$ cat config.mk
export PLATFORM = sky130hd
export DESIGN_NAME = ram_stream_reader_flat
export DESIGN_NICKNAME = d
export VERILOG_FILES = /design/src/rtl/ram_stream_reader_if.sv /design/src/rtl/ram_stream_reader.sv /design/src/flat_wrapper.sv
export SDC_FILE = /design/constraint.sdc
export NUM_CORES = 1
export LEC_CHECK = 0
export CORE_MARGIN = 2
export CORE_UTILIZATION = 35
export CTS_CLUSTER_SIZE = 16
export DETAILED_ROUTE_END_ITERATION = 8
export SLEW_MARGIN = 30
export SYNTH_ARGS = -nofsm -noshare
export SYNTH_HDL_FRONTEND = slang
export SYNTH_SLANG_ARGS = --single-unit
$ cat constraint.sdc
create_clock -name clock0 -period 2.4 [get_ports clock0]
set_clock_uncertainty 0.05 [all_clocks]
set_input_delay 0.48 -clock clock0 [delete_from_list [all_inputs] [get_ports clock0]]
set_output_delay 0.48 -clock clock0 [all_outputs]
set_load 0.01 [all_outputs]
$ cat src/rtl/ram_stream_reader_if.sv
// Command, RAM read-port and output-stream signals of ram_stream_reader.
// The master modport is the reader itself; slave is the environment around it.
interface ram_stream_reader_if #(
   parameter int unsigned DATA_W = 8,
   parameter int unsigned ADDR_W = 10
);
   logic              start;
   logic [ADDR_W-1:0] base_addr;
   logic [ADDR_W:0]   length;
   logic              busy;
   logic              done;
   logic [ADDR_W-1:0] ram_address;
   logic              ram_rden;
   logic [DATA_W-1:0] ram_q;
   logic [DATA_W-1:0] m_data;
   logic              m_valid;
   logic              m_ready;
   logic              m_last;

   modport master (
      input  start, base_addr, length, ram_q, m_ready,
      output busy, done, ram_address, ram_rden, m_data, m_valid, m_last
   );

   modport slave (
      output start, base_addr, length, ram_q, m_ready,
      input  busy, done, ram_address, ram_rden, m_data, m_valid, m_last
   );
endinterface

$ cat src/rtl/ram_stream_reader.sv
// Read-DMA in front of a synchronous RAM read port: fetches a contiguous run of words
// and replays them as a valid/ready stream, issuing only reads it has FIFO room for.
module ram_stream_reader #(
   parameter int unsigned DATA_W     = 8,
   parameter int unsigned ADDR_W     = 10,
   parameter int unsigned RD_LATENCY = 1,
   parameter int unsigned FIFO_DEPTH = 4
) (
   input  logic                clock0,
   input  logic                sclr,
   ram_stream_reader_if.master bus
);
   localparam int unsigned PTR_W = $clog2(FIFO_DEPTH);
   localparam int unsigned CNT_W = $clog2(FIFO_DEPTH + 1) + 1;
   localparam logic [CNT_W-1:0]  DEPTH_CNT = CNT_W'(FIFO_DEPTH);
   localparam logic [ADDR_W:0]   LEN_ONE   = (ADDR_W + 1)'(1);
   localparam logic [ADDR_W-1:0] ADDR_ONE  = ADDR_W'(1);
   localparam logic [PTR_W-1:0]  PTR_ONE   = PTR_W'(1);
   localparam logic [CNT_W-1:0]  CNT_ONE   = CNT_W'(1);

   typedef enum logic [1:0] {StIdle, StFetch, StDrain, StDone} state_e;

   state_e                r_state;
   logic [ADDR_W-1:0]     r_issue_addr;
   logic [ADDR_W-1:0]     r_last_addr;
   logic [ADDR_W:0]       r_issue_left;
   logic [ADDR_W:0]       r_out_left;
   logic [RD_LATENCY-1:0] r_tag;
   logic [DATA_W-1:0]     r_fifo [FIFO_DEPTH];
   logic [PTR_W-1:0]      r_wr_ptr;
   logic [PTR_W-1:0]      r_rd_ptr;
   logic [CNT_W-1:0]      r_count;

   logic [CNT_W-1:0] w_inflight;
   logic             w_issue;
   logic             w_valid;
   logic             w_fifo_wr;
   logic             w_fifo_rd;

   always_comb begin
      w_inflight = '0;
      for (int i = 0; i < int'(RD_LATENCY); i++) begin
         w_inflight = w_inflight + CNT_W'(r_tag[i]);
      end
   end

   // Credit check counts both buffered words and reads still in the RAM pipeline.
   assign w_issue   = (r_state == StFetch) && (r_issue_left != '0) &&
                      ((r_count + w_inflight) < DEPTH_CNT);
   assign w_valid   = (r_count != '0);
   assign w_fifo_wr = r_tag[RD_LATENCY-1];
   assign w_fifo_rd = w_valid && bus.m_ready;

   assign bus.ram_rden    = w_issue;
   assign bus.ram_address = w_issue ? r_issue_addr : r_last_addr;
   assign bus.m_valid     = w_valid;
   assign bus.m_data      = r_fifo[r_rd_ptr];
   assign bus.m_last      = w_valid && (r_out_left == LEN_ONE);
   assign bus.busy        = (r_state != StIdle);
   assign bus.done        = (r_state == StDone);

   always_ff @(posedge clock0) begin
      if (sclr) begin
         r_state      <= StIdle;
         r_issue_addr <= '0;
         r_last_addr  <= '0;
         r_issue_left <= '0;
         r_out_left   <= '0;
      end else begin
         if (w_issue) begin
            r_last_addr  <= r_issue_addr;
            r_issue_addr <= r_issue_addr + ADDR_ONE;
            r_issue_left <= r_issue_left - LEN_ONE;
         end
         if (w_fifo_rd) begin
            r_out_left <= r_out_left - LEN_ONE;
         end
         unique case (r_state)
            StIdle: begin
               if (bus.start) begin
                  r_issue_addr <= bus.base_addr;
                  r_issue_left <= bus.length;
                  r_out_left   <= bus.length;
                  r_state      <= (bus.length == '0) ? StDone : StFetch;
               end
            end
            StFetch: begin
               if (w_issue && (r_issue_left == LEN_ONE)) r_state <= StDrain;
            end
            StDrain: begin
               // Leave on the final handshake so done lands exactly one cycle after it.
               if ((r_out_left == '0) || (w_fifo_rd && (r_out_left == LEN_ONE))) begin
                  r_state <= StDone;
               end
            end
            StDone:  r_state <= StIdle;
            default: r_state <= StIdle;
         endcase
      end
   end

   always_ff @(posedge clock0) begin
      if (sclr) begin
         r_tag    <= '0;
         r_wr_ptr <= '0;
         r_rd_ptr <= '0;
         r_count  <= '0;
      end else begin
         r_tag <= (r_tag << 1) | RD_LATENCY'(w_issue);
         if (w_fifo_wr) r_wr_ptr <= r_wr_ptr + PTR_ONE;
         if (w_fifo_rd) r_rd_ptr <= r_rd_ptr + PTR_ONE;
         if (w_fifo_wr && !w_fifo_rd) begin
            r_count <= r_count + CNT_ONE;
         end else if (!w_fifo_wr && w_fifo_rd) begin
            r_count <= r_count - CNT_ONE;
         end
      end
   end

   always_ff @(posedge clock0) begin
      if (w_fifo_wr) r_fifo[r_wr_ptr] <= bus.ram_q;
   end

   ap_no_overflow: assert property (@(posedge clock0) disable iff (sclr)
      !(w_fifo_wr && !w_fifo_rd && (r_count == DEPTH_CNT)));
endmodule
$ cat src/flat_wrapper.sv
// flat-port wrapper written by rule: the top's interface ports become plain ports
module ram_stream_reader_flat 
#(
   parameter int unsigned DATA_W     = 8,
   parameter int unsigned ADDR_W     = 10,
   parameter int unsigned RD_LATENCY = 1,
   parameter int unsigned FIFO_DEPTH = 4
)
  (clock0, sclr, bus_start, bus_base_addr, bus_length, bus_ram_q, bus_m_ready, bus_busy, bus_done, bus_ram_address, bus_ram_rden, bus_m_data, bus_m_valid, bus_m_last);
  ram_stream_reader_if #(.DATA_W(DATA_W), .ADDR_W(ADDR_W)) bus_i ();
  input  logic clock0;
  input  logic sclr;
  input wire logic [$bits(bus_i.start)-1:0] bus_start;
  input wire logic [$bits(bus_i.base_addr)-1:0] bus_base_addr;
  input wire logic [$bits(bus_i.length)-1:0] bus_length;
  input wire logic [$bits(bus_i.ram_q)-1:0] bus_ram_q;
  input wire logic [$bits(bus_i.m_ready)-1:0] bus_m_ready;
  output wire logic [$bits(bus_i.busy)-1:0] bus_busy;
  output wire logic [$bits(bus_i.done)-1:0] bus_done;
  output wire logic [$bits(bus_i.ram_address)-1:0] bus_ram_address;
  output wire logic [$bits(bus_i.ram_rden)-1:0] bus_ram_rden;
  output wire logic [$bits(bus_i.m_data)-1:0] bus_m_data;
  output wire logic [$bits(bus_i.m_valid)-1:0] bus_m_valid;
  output wire logic [$bits(bus_i.m_last)-1:0] bus_m_last;
  assign bus_i.start = bus_start;
  assign bus_i.base_addr = bus_base_addr;
  assign bus_i.length = bus_length;
  assign bus_i.ram_q = bus_ram_q;
  assign bus_i.m_ready = bus_m_ready;
  assign bus_busy = bus_i.busy;
  assign bus_done = bus_i.done;
  assign bus_ram_address = bus_i.ram_address;
  assign bus_ram_rden = bus_i.ram_rden;
  assign bus_m_data = bus_i.m_data;
  assign bus_m_valid = bus_i.m_valid;
  assign bus_m_last = bus_i.m_last;
  ram_stream_reader #(.DATA_W(DATA_W), .ADDR_W(ADDR_W), .RD_LATENCY(RD_LATENCY), .FIFO_DEPTH(FIFO_DEPTH)) u_core (.clock0(clock0), .sclr(sclr), .bus(bus_i));
endmodule
==> metrics, run 1 <==
result of the run=finished with violations; violations in the final reports=setup timing; setup repair after global routing missed its margin=true; number of antenna diodes=0; Static Leakage=2.229 nW; Iter 0 DRT Violations=94; fraction of synthesized cell area taken by the top area cell type=27.14%; number of flops mapped to enable cells by yosys=32; routed via count divided by cell count=4.873; Min Clock Period, post-route=2.653 ns; CP required=1.87 ns; post-synthesis instance total=363; total wire length after detailed routing=9.150 mm; final period utilization=110.6%; layout cells sized above 1=29.63%; maximum resistive drop on vdd=0.6314 mV; clock tree from TritonCTS=yes; GRT Resource Usage Total=15.31%; crit-path max FO=3; x dimension of the die=111.7 microns; Nets=533; total I/O pin count=56; number of detailed-route iterations in the first pass=4; Clock Tree Buf Depth=2; clock latency on the worst-skew pair=0.35 ns; Hold/Removal Path Class=flip-flop to flip-flop; Place WS=-0.2860 ns; post-layout util=50.40%; portion of the post-synthesis area used by sequential elements=50.83%; Clock Pin Slew Worst Setup and Hold Paths=0.07 ns; vias in the first global route=3110; Die Span Y=111.7 microns; ys async rst share=0%; top cell type by total area after synthesis=dfxtp_1; Syn Area/Cell=11.17 sq um; Crit Path Class=flip-flop to output port; Port-buffer cells=55; average wire length per cell after detail routing=14.55 microns; Crit. End Element=output port; achievable clock frequency=0.3769 GHz; global placement routability congestion=0.7824; critical path startpoint category=flip-flop; via count=3065; final setup violating endpoints=10; number of placement rows=39; max-cap violations=0; number of DRC violations after detailed routing=0; placed insts=590; half-perimeter wire length after placement=6.329 mm; number of clock buffers inserted by TritonCTS=9; number of clock sinks=87; H-tree depth reported by CTS=3; tightest slew margin relative to the limit=71.04%; effective utilization at floorplan=35.68%; Area Overhead vs Synth=41.27%; cell chosen for the clock root=clkbuf_16; core region area=11370 sq um; global-route wire length before repair=15.00 mm; Final ANT Viol Nets=0; smallest setup slack after layout=-0.2533 ns; CP arrival=2.12 ns; Final Hold Vio Count=0; Non-Filler Instances=629; syn nets=415; Cell variety after synth=42; maximum number of pins on one net before global-route repair=30; Yosys warnings=0; largest cells by area after synthesis=dfxtp_1, edfxtp_1, ha_1; number of antenna violations at the first check in global routing=0; Seq cells post-synth=87; most instantiated flip-flop cell in the synthesis netlist=dfxtp_1; number of filler cells placed in the layout=1031; global route total overflow=0; Power Dens Cells=1158 nW/um^2; cell area after synthesis=4056 sq um; transition time of the tightest slew-check pin=0.4345 ns; Die Area=12470 sq um; Final Max Slew Viols=0
==> final cells by class <==
cell class                      instances  area (sq um)  area share [%]
Clock inverter                          7         83.83           1.463
Clock buffer                            9         225.2           3.930
Timing Repair inverter                  1         8.758          0.1528
Sequential cell                        87          2071           36.14
Multi-Input combinational cell        247          2019           35.24
Inverter                               13         56.30          0.9825
Timing Repair Buffer                  122          1087           18.97
Tap cell                              143         178.9           3.122
==> cell usage after synthesis (11+ instances only) <==
cell type and count:
clkbuf_1 14, inv_1 13, nor2b_1 11, nand3_1 16, ha_1 18, nor2_1 33
nand2_1 14, dfxtp_1 55, edfxtp_1 32, a21oi_1 28, xnor2_1 14, xor2_1 21
==> registers in the layout, indices dropped and copies added (netlist names), named ones only <==
register and flops:
u_core.r_issue_addr 10, u_core.r_last_addr 10, u_core.r_fifo 32, u_core.r_tag 1
u_core.r_issue_left 11, u_core.r_wr_ptr 2, u_core.r_out_left 11, u_core.r_rd_ptr 2
u_core.r_state 2, u_core.r_count 4
==> logic make-up (layout without fill, tap and decap cells) <==
| logic type | count (synthesis) | in the layout | synth area share, % |
|---|---|---|---|
| simple gates | 113 | 113 | 14.62 |
| flops | 87 | 87 | 50.83 |
| compound gates | 57 | 57 | 9.408 |
| xor+xnor | 35 | 35 | 7.557 |
| buf+inv | 29 | 152 | 2.776 |
| mux | 23 | 23 | 8.760 |
| fa+ha+maj | 19 | 19 | 6.046 |
==> what timing repair did <==
action,4_1_cts,5_1_grt
hold buffers,0,0
setup buffers,12,13
pin swaps,7,12
resized for setup,84,17
setup endpoints to repair,22,22
gates cloned,1,0
==> metrics by stage <==
step | TNS [ns] | hold slack, ns | instance area, sq um | power (mW)
2_1_floorplan | 0 | 0.4325 | 4120 | 3.753
5_1_grt | -3.423 | 0.5169 | 5731 | 7.084
4_1_cts | -2.354 | 0.4873 | 5597 | 6.509
3_3_place_gp | -2.552 | 0.4615 | 5106 | 4.765
3_5_place_dp | -2.881 | 0.4581 | 5106 | 4.798
6_report | -2.331 | 0.4877 | 5731 | 6.637
==> power breakdown <==
group          leakage [nW]  switching (mW)  internal [mW]  total, mW
Clock                 0.154           0.620          0.828       1.45
Sequential            0.743           0.239           1.85       2.08
Combinational          1.33            1.41           1.70       3.10
==> cell usage in the layout (no fill, tap or decap), drive strengths merged, types with 9 or more instances in the layout <==
master         synthesis  final
buf                    2     79
dfxtp                 55     55
clkdlybuf4s50          0     36
nor2                  33     33
edfxtp                32     32
a21oi                 28     28
xor2                  21     21
ha                    18     18
inv                   13     18
nand3                 16     16
xnor2                 14     14
nand2                 14     14
nor2b                 11     11
mux2                  10     10
a211oi                10     10
o21bai                10     10
clkbuf                14      9
==> worst max-delay path, stage by stage (launching register included) <==
cell and delay (ns):
dfxtp_2 0.33, inv_2 0.07, ha_4 0.12, or3b_4 0.38
mux2i_4 0.19, nand2_4 0.13, buf_6 0.14, mux2_4 0.30
buf_6 0.12
==> per-layer routing <==
layer,wire (microns),track usage [%]
met5,0,0
met3,445,5.117
met1,4021,18.34
met4,152,5.185
met2,4531,25.90
==> final timing paths <==
kind	from	endpoint	slack, ns	depth (start not counted)
max	u_core.r_state[1]$_SDFFE_PP0P_	bus_ram_address[1]	-0.25	8
min reg2reg	u_core.r_rd_ptr[1]$_SDFFE_PP0P_	u_core.r_rd_ptr[1]$_SDFFE_PP0P_	0.49	2
min	u_core.r_rd_ptr[1]$_SDFFE_PP0P_	u_core.r_rd_ptr[1]$_SDFFE_PP0P_	0.49	2
max reg2reg	u_core.r_count[1]$_SDFFE_PP0P_	u_core.r_count[3]$_SDFFE_PP0P_	0.06	11
Note: power is estimated with default switching activity, not from simulation.
==> inputs of run 2 (changes only) <==
==> constraint.sdc (replaced) <==
create_clock -name clock0 -period 2.13 [get_ports clock0]
set_clock_uncertainty 0.05 [all_clocks]
set_input_delay 0.426 -clock clock0 [delete_from_list [all_inputs] [get_ports clock0]]
set_output_delay 0.426 -clock clock0 [all_outputs]
set_load 0.01 [all_outputs]
==> metrics, run 2 (synthesized netlist as in run 1, its figures left out) <==
result of the run=finished with violations; violations in the final reports=setup timing; number of detailed-route iterations in the first pass=4 (unchanged); number of clock sinks=87 (unchanged); Non-Filler Instances=625 (-0.64%); critical path startpoint category=flip-flop; GRT Resource Usage Total=16.05% (+0.73 points); achievable clock frequency=0.3876 GHz; number of antenna violations at the first check in global routing=0 (unchanged); routed via count divided by cell count=4.925 (+1.1%); path depth of the worst reg2reg path=11 (unchanged); Port-buffer cells=55 (unchanged); tightest slew margin relative to the limit=60.06% (-11 points); via count=3078 (+0.42%); cell with the biggest individual delay on the critical path=or3b_4; delay of the slowest cell on the worst path=0.38 ns (about the same); smallest hold slack=0.4846 ns (-0.003142 ns); Hold Crit Endpoint=u_core.r_issue_addr[1]$_SDFF_PP0_; global-route wire length before repair=15.77 mm (+5.2%); worst-path cell chain=inv_2 -> ha_4 -> or3b_4 -> mux2i_4 -> nand2_4 -> inv_8 -> mux2_4 -> buf_6; number of clock buffers inserted by TritonCTS=9 (unchanged); Final ANT Viol Nets=0 (unchanged); Clock Tree Buf Depth=2 (unchanged); Area Overhead vs Synth=41.58%; total wire length after detailed routing=9.364 mm (+2.3%); effective utilization at floorplan=35.68% (unchanged); Power Dens Cells=1290 nW/um^2 (+11%); clock latency on the worst-skew pair=0.35 ns (about the same); number of DRC violations after detailed routing=0 (unchanged); Final Max Slew Viols=0 (unchanged); Static Leakage=2.172 nW (-2.6%); count of buffer and inverter cells on the critical path=3 (unchanged); register containing the most flip-flops in the final layout=u_core.r_fifo; maximum resistive drop on vdd=0.7760 mV (+23%); number of antenna diodes=0 (unchanged); register-to-register setup slack=-0.15 ns (-0.21 ns); H-tree depth reported by CTS=3 (unchanged); clock tree from TritonCTS=yes; largest registers=u_core.r_fifo (32), u_core.r_issue_left (11), u_core.r_out_left (11); reg-to-reg startpoint=u_core.r_count[3]$_SDFFE_PP0P_; Crit. End Element=output port; setup repair after global routing missed its margin=true; half-perimeter wire length after placement=6.705 mm (+5.9%); crit-path max FO=6 (+3); Die Span Y=111.7 microns (unchanged); post-layout util=50.51% (+0.11 points); Die Area=12470 sq um (unchanged); total I/O pin count=56 (unchanged); most common library cell in the layout ignoring fill and taps=buf_4; destination of the worst register-to-register timing path=u_core.r_count[3]$_SDFFE_PP0P_; global placement routability congestion=0.7929 (+1.3%); Hold/Removal Path Class=flip-flop to flip-flop; transition time of the tightest slew-check pin=0.5972 ns (+0.1627 ns); Crit Path Class=flip-flop to output port; Setup TNS=-5.150 ns (-2.819 ns); CP required=1.65 ns (-0.22 ns); layout cells sized above 1=30.71% (+1.1 points); Final Hold Vio Count=0 (unchanged); Min Clock Period, post-route=2.580 ns; Iter 0 DRT Violations=121 (+29%); instance count along the most critical hold path=2 (unchanged); flip-flop count of the largest register after layout=32 (unchanged); vias in the first global route=3237 (+4.1%); CTS Hold Bufs=0 (unchanged); core region area=11370 sq um (unchanged); maximum number of pins on one net before global-route repair=42 (+40%); final setup violating endpoints=16 (+6); Top delay family on crit path=simple AND/OR/NAND/NOR gates; CP arrival=2.10 ns (-0.02 ns); Clock Pin Slew Worst Setup and Hold Paths=0.07 ns (about the same); final period utilization=121.1%; number of placement rows=39 (unchanged); hold_sp=u_core.r_issue_addr[1]$_SDFF_PP0_; cell chosen for the clock root=clkbuf_16; global route total overflow=0 (unchanged); max-cap violations=0 (unchanged); x dimension of the die=111.7 microns (unchanged); placed insts=598 (+1.4%); smallest setup slack after layout=-0.4502 ns (-0.1969 ns); leading cell types in the layout, fill and taps excluded=buf_4, dfxtp_1, clkdlybuf4s50_1; Nets=529 (-0.75%); average wire length per cell after detail routing=14.98 microns (+3.0%)
==> run 2: cell types whose count changed in the layout (fill, tap and decap cells not counted), moves of 3 or more <==
cell,change
dlymetal6s2s_1,-3
clkdlybuf4s15_1,+7
dlygate4sd2_1,-3
inv_2,-3
buf_4,-9
buf_6,+5
clkdlybuf4s50_1,-3
==> run 2: area by class of cell <==
class | count | area, sq um
clock buffer | 10 | 229.0
clock inverter | 6 | 52.55
fill | 1017 | 5627
inverter | 13 | 61.31
multi-input combinational | 247 | 2049
sequential | 87 | 2071
tap | 143 | 178.9
timing repair buffer | 118 | 1092
timing repair inverter | 1 | 8.758
==> run 2: per-layer routing <==
| layer | wire [microns] | up-vias | track usage, % |
|---|---|---|---|
| met5 | 0 | - | 0 |
| met4 | 111 | 0 | 4.856 |
| met3 | 450 | 8 | 5.498 |
| met2 | 4670 | 66 | 26.99 |
| met1 | 4132 | 1463 | 19.51 |
| li1 | - | 1541 | - |
==> run 2: stage by stage <==
step / area (sq um) / setup slack, ns / total power [mW]
floorplan: 4138 / -0.1841 / 4.256
detailed placement: 5209 / -0.5072 / 5.589
finish: 5743 / -0.4502 / 7.410
global placement: 5209 / -0.4887 / 5.514
global route: 5743 / -0.5159 / 7.933
CTS: 5670 / -0.4699 / 7.376
==> run 2: worst max path at each step <==
| stage | from | end | slack [ns] | cells after the start |
|---|---|---|---|---|
| 6_report | u_core.r_state[1]$_SDFFE_PP0P_ | bus_ram_address[7] | -0.45 | 8 |
| 5_1_grt | u_core.r_state[1]$_SDFFE_PP0P_ | bus_ram_address[3] | -0.52 | 8 |
| 4_1_cts | u_core.r_state[1]$_SDFFE_PP0P_ | bus_ram_address[8] | -0.47 | 8 |
| 3_5_place_dp | u_core.r_state[1]$_SDFFE_PP0P_ | bus_ram_address[2] | -0.51 | 8 |
| 3_3_place_gp | u_core.r_state[1]$_SDFFE_PP0P_ | bus_ram_address[3] | -0.49 | 8 |
| 2_1_floorplan | u_core.r_state[1]$_SDFFE_PP0P_ | bus_ram_address[4] | -0.18 | 8 |
==> run 2: timing repair <==
| item | 4_1_cts | 5_1_grt |
|---|---|---|
| pin swaps | 15 | 6 |
| setup buffers | 10 | 3 |
| cloned | 1 | 0 |
| endpoints found under the setup margin | 26 | 32 |
| resized for setup | 100 | 24 |
==> run 2: power by group <==
part	total (mW)	internal, mW	switching (mW)
Clock	1.50	0.809	0.691
Combinational	3.57	1.90	1.67
Sequential	2.34	2.08	0.263
Total	7.41	4.79	2.62
==> run 2: worst register-to-register path, cell delays in order, from the launching register on <==
cell and delay (ns):
dfxtp_2 0.33, buf_6 0.12, o41a_1 0.46, inv_4 0.08
ha_4 0.14, inv_4 0.05, ha_4 0.20, a21o_1 0.16
a21oi_2 0.13, xnor2_1 0.08, or3_1 0.30, a21oi_1 0.11
==> inputs of run 3 (changes only) <==
--- a/config.mk
+++ b/config.mk
@@ -9,6 +9,7 @@
 export CORE_UTILIZATION = 35
 export CTS_CLUSTER_SIZE = 16
 export DETAILED_ROUTE_END_ITERATION = 8
+export PLACE_DENSITY = 0.56
 export SLEW_MARGIN = 30
 export SYNTH_ARGS = -nofsm -noshare
 export SYNTH_HDL_FRONTEND = slang
==> metrics, run 3 (synthesized netlist as in run 1, its figures left out) <==
leading cell types in the layout, fill and taps excluded=buf_4, dfxtp_1, clkdlybuf4s50_1; Port-buffer cells=55 (unchanged); achievable clock frequency=0.3894 GHz (+0.48%); register containing the most flip-flops in the final layout=u_core.r_fifo; worst-path cell chain=inv_2 -> ha_4 -> or3b_4 -> mux2i_4 -> nand2_4 -> inv_8 -> mux2_4 -> buf_6; number of detailed-route iterations in the first pass=4 (unchanged); total wire length after detailed routing=9.358 mm (about the same); most common library cell in the layout ignoring fill and taps=buf_4; Hold/Removal Path Class=flip-flop to flip-flop; internal power consumption=4.866 mW (+1.6%); crit-path max FO=6 (unchanged); largest registers=u_core.r_fifo (32), u_core.r_issue_left (11), u_core.r_out_left (11); CP required=1.65 ns (about the same); final setup violating endpoints=16 (unchanged); core region area=11370 sq um (unchanged); proportion of power drawn by combinational gates=47.9% (-0.2 points); global placement routability congestion=0.7954 (+0.32%); routed via count divided by cell count=4.914 (-0.22%); clock latency on the worst-skew pair=0.34 ns (about the same); delay of the slowest cell on the worst path=0.38 ns (about the same); Final Hold Vio Count=0 (unchanged); share of power burned in the clock network=21.1% (+0.9 points); Min Clock Period, post-route=2.568 ns (-0.01228 ns); clock tree from TritonCTS=yes; number of filler cells placed in the layout=1062 (+4.4%); number of DRC violations after detailed routing=0 (unchanged); net load switching power=2.690 mW (+2.7%); area taken by multi-input logic gates=2059 sq um (+0.49%); Sw Share=35.61% (+0.24 points); CP arrival=2.09 ns (about the same); maximum number of pins on one net before global-route repair=27 (-36%); Hold Crit Endpoint=u_core.r_issue_addr[1]$_SDFF_PP0_; Place WS=-0.5034 ns (+0.003827 ns); Crit. End Element=output port; part of the power in registers=31.1% (-0.5 points); Crit Path Class=flip-flop to output port; area after detailed placement=5201 sq um (-0.14%); final period utilization=120.6% (-0.58 points); H-tree depth reported by CTS=3 (unchanged); number of placement rows=39 (unchanged); Clock Tree Buf Depth=2 (unchanged); global route total overflow=0 (unchanged); instance count along the most critical hold path=2 (unchanged); setup repair after global routing missed its margin=true; layout cells sized above 1=31.89% (+1.2 points); Final Max Slew Viols=0 (unchanged); number of antenna diodes=0 (unchanged); destination of the worst register-to-register timing path=u_core.r_state[1]$_SDFFE_PP0P_; register-to-register setup slack=-0.22 ns (-0.07 ns); Clock Pin Slew Worst Setup and Hold Paths=0.07 ns (about the same); hold_sp=u_core.r_issue_addr[1]$_SDFF_PP0_; Area Overhead vs Synth=43.15%; number of clock sinks=87 (unchanged); half-perimeter wire length after placement=6.565 mm (-2.1%); reg-to-reg startpoint=u_core.r_out_left[5]$_SDFF_PP0_; average wire length per cell after detail routing=14.88 microns (-0.70%); via count=3091 (+0.42%); maximum resistive drop on vdd=0.5234 mV (-33%); cell area after layout=5807 sq um (+1.1%); Iter 0 DRT Violations=73 (-40%); max-cap violations=0 (unchanged); effective utilization at floorplan=35.68% (unchanged); tightest slew margin relative to the limit=59.59% (-0.48 points); GRT Resource Usage Total=15.56% (-0.49 points); total I/O pin count=56 (unchanged); Static Leakage=2.220 nW (+2.2%); launching element of the worst setup path=u_core.r_state[1]$_SDFFE_PP0P_; Nets=533 (+0.76%); path depth of the worst reg2reg path=6 (-5); CTS Hold Bufs=0 (unchanged); global-route wire length before repair=15.37 mm (-2.5%); Final ANT Viol Nets=0 (unchanged); number of antenna violations at the first check in global routing=0 (unchanged); violations in the final reports=setup timing; critical path startpoint category=flip-flop; smallest setup slack after layout=-0.4379 ns (+0.01228 ns); cell chosen for the clock root=clkbuf_16; x dimension of the die=111.7 microns (unchanged); Die Span Y=111.7 microns (unchanged); flip-flop count of the largest register after layout=32 (unchanged); Non-Filler Instances=629 (+0.64%); number of clock buffers inserted by TritonCTS=9 (unchanged); cell with the biggest individual delay on the critical path=or3b_4; placed insts=597 (-0.17%); vias in the first global route=3148 (-2.7%); Power Dens Cells=1301 nW/um^2 (+0.86%); result of the run=finished with violations; transition time of the tightest slew-check pin=0.6043 ns (+0.007112 ns); register area=2072 sq um (about the same); Die Area=12470 sq um (unchanged)
[run 3: cell count changes in the layout (fill, tap and decap cells not counted), sizes merged]
cell / change
buf: +4
clkinvlp: -2
clkdlybuf4s15: +1
inv: +3
clkbuf: -2
[run 3: repair_timing]
item	4_1_cts	5_1_grt
pin swaps	15	13
endpoints found under the setup margin	27	28
setup buffers	12	4
gates cloned	1	0
resized for setup	102	21
[run 3: worst max-delay path by stage]
stage	endpoint	depth (start not counted)
after global placement	bus_ram_address[9]	8
after CTS	bus_ram_address[7]	8
after floorplan	bus_ram_address[4]	8
after detailed placement	bus_ram_address[2]	8
after global routing	bus_ram_address[5]	8
final	bus_ram_address[5]	8
[run 3: area by class of cell]
class / instances / area share (%)
clock inverters: 7 / 1.314
well taps: 143 / 3.081
multi-input cells: 247 / 35.47
clock buffers: 9 / 3.878
flip-flops and latches: 87 / 35.68
repair buffers: 122 / 19.37
inverters: 13 / 1.056
repair inverters: 1 / 0.1508
[run 3: critical path: cells and delay by family (launching register included)]
family / cells / cell delay (ns)
flip-flops: 1 / 0.32
adder cells (fa/ha/maj): 1 / 0.12
buffers and inverters: 3 / 0.29
AND/OR/NAND/NOR: 2 / 0.51
multiplexers: 2 / 0.50
[run 3: power by group through the flow]
| stage | registers [mW] | logic (mW) | clock network, mW |
|---|---|---|---|
| after global routing | 2.39 | 3.94 | 1.71 |
| after floorplan | 2.36 | 1.89 | 0 |
| final | 2.35 | 3.62 | 1.59 |
| after global placement | 2.36 | 3.11 | 0 |
| after CTS | 2.34 | 3.49 | 1.63 |
| after detailed placement | 2.36 | 3.17 | 0 |
[run 3: metal layers]
metal	up-vias	wire, microns	global-route usage, %	share of wire (%)
met4	0	66	4.938	0.71
met1	1478	4323	19.42	46
met5	-	0	0	0
li1	1550	-	-	-
met2	58	4554	25.90	49
met3	5	412	4.736	4.4
[run 3: per-stage QoR]
step	utilization [%]	total power [mW]	TNS, ns	hold slack [ns]
6_report	51.07	7.556	-5.179	0.4772
4_1_cts	50.36	7.469	-5.388	0.4793
5_1_grt	51.07	8.039	-6.431	0.5065
3_3_place_gp	45.75	5.471	-6.126	0.4527
3_5_place_dp	45.75	5.528	-6.690	0.4632
2_1_floorplan	-	4.256	-1.445	0.4325
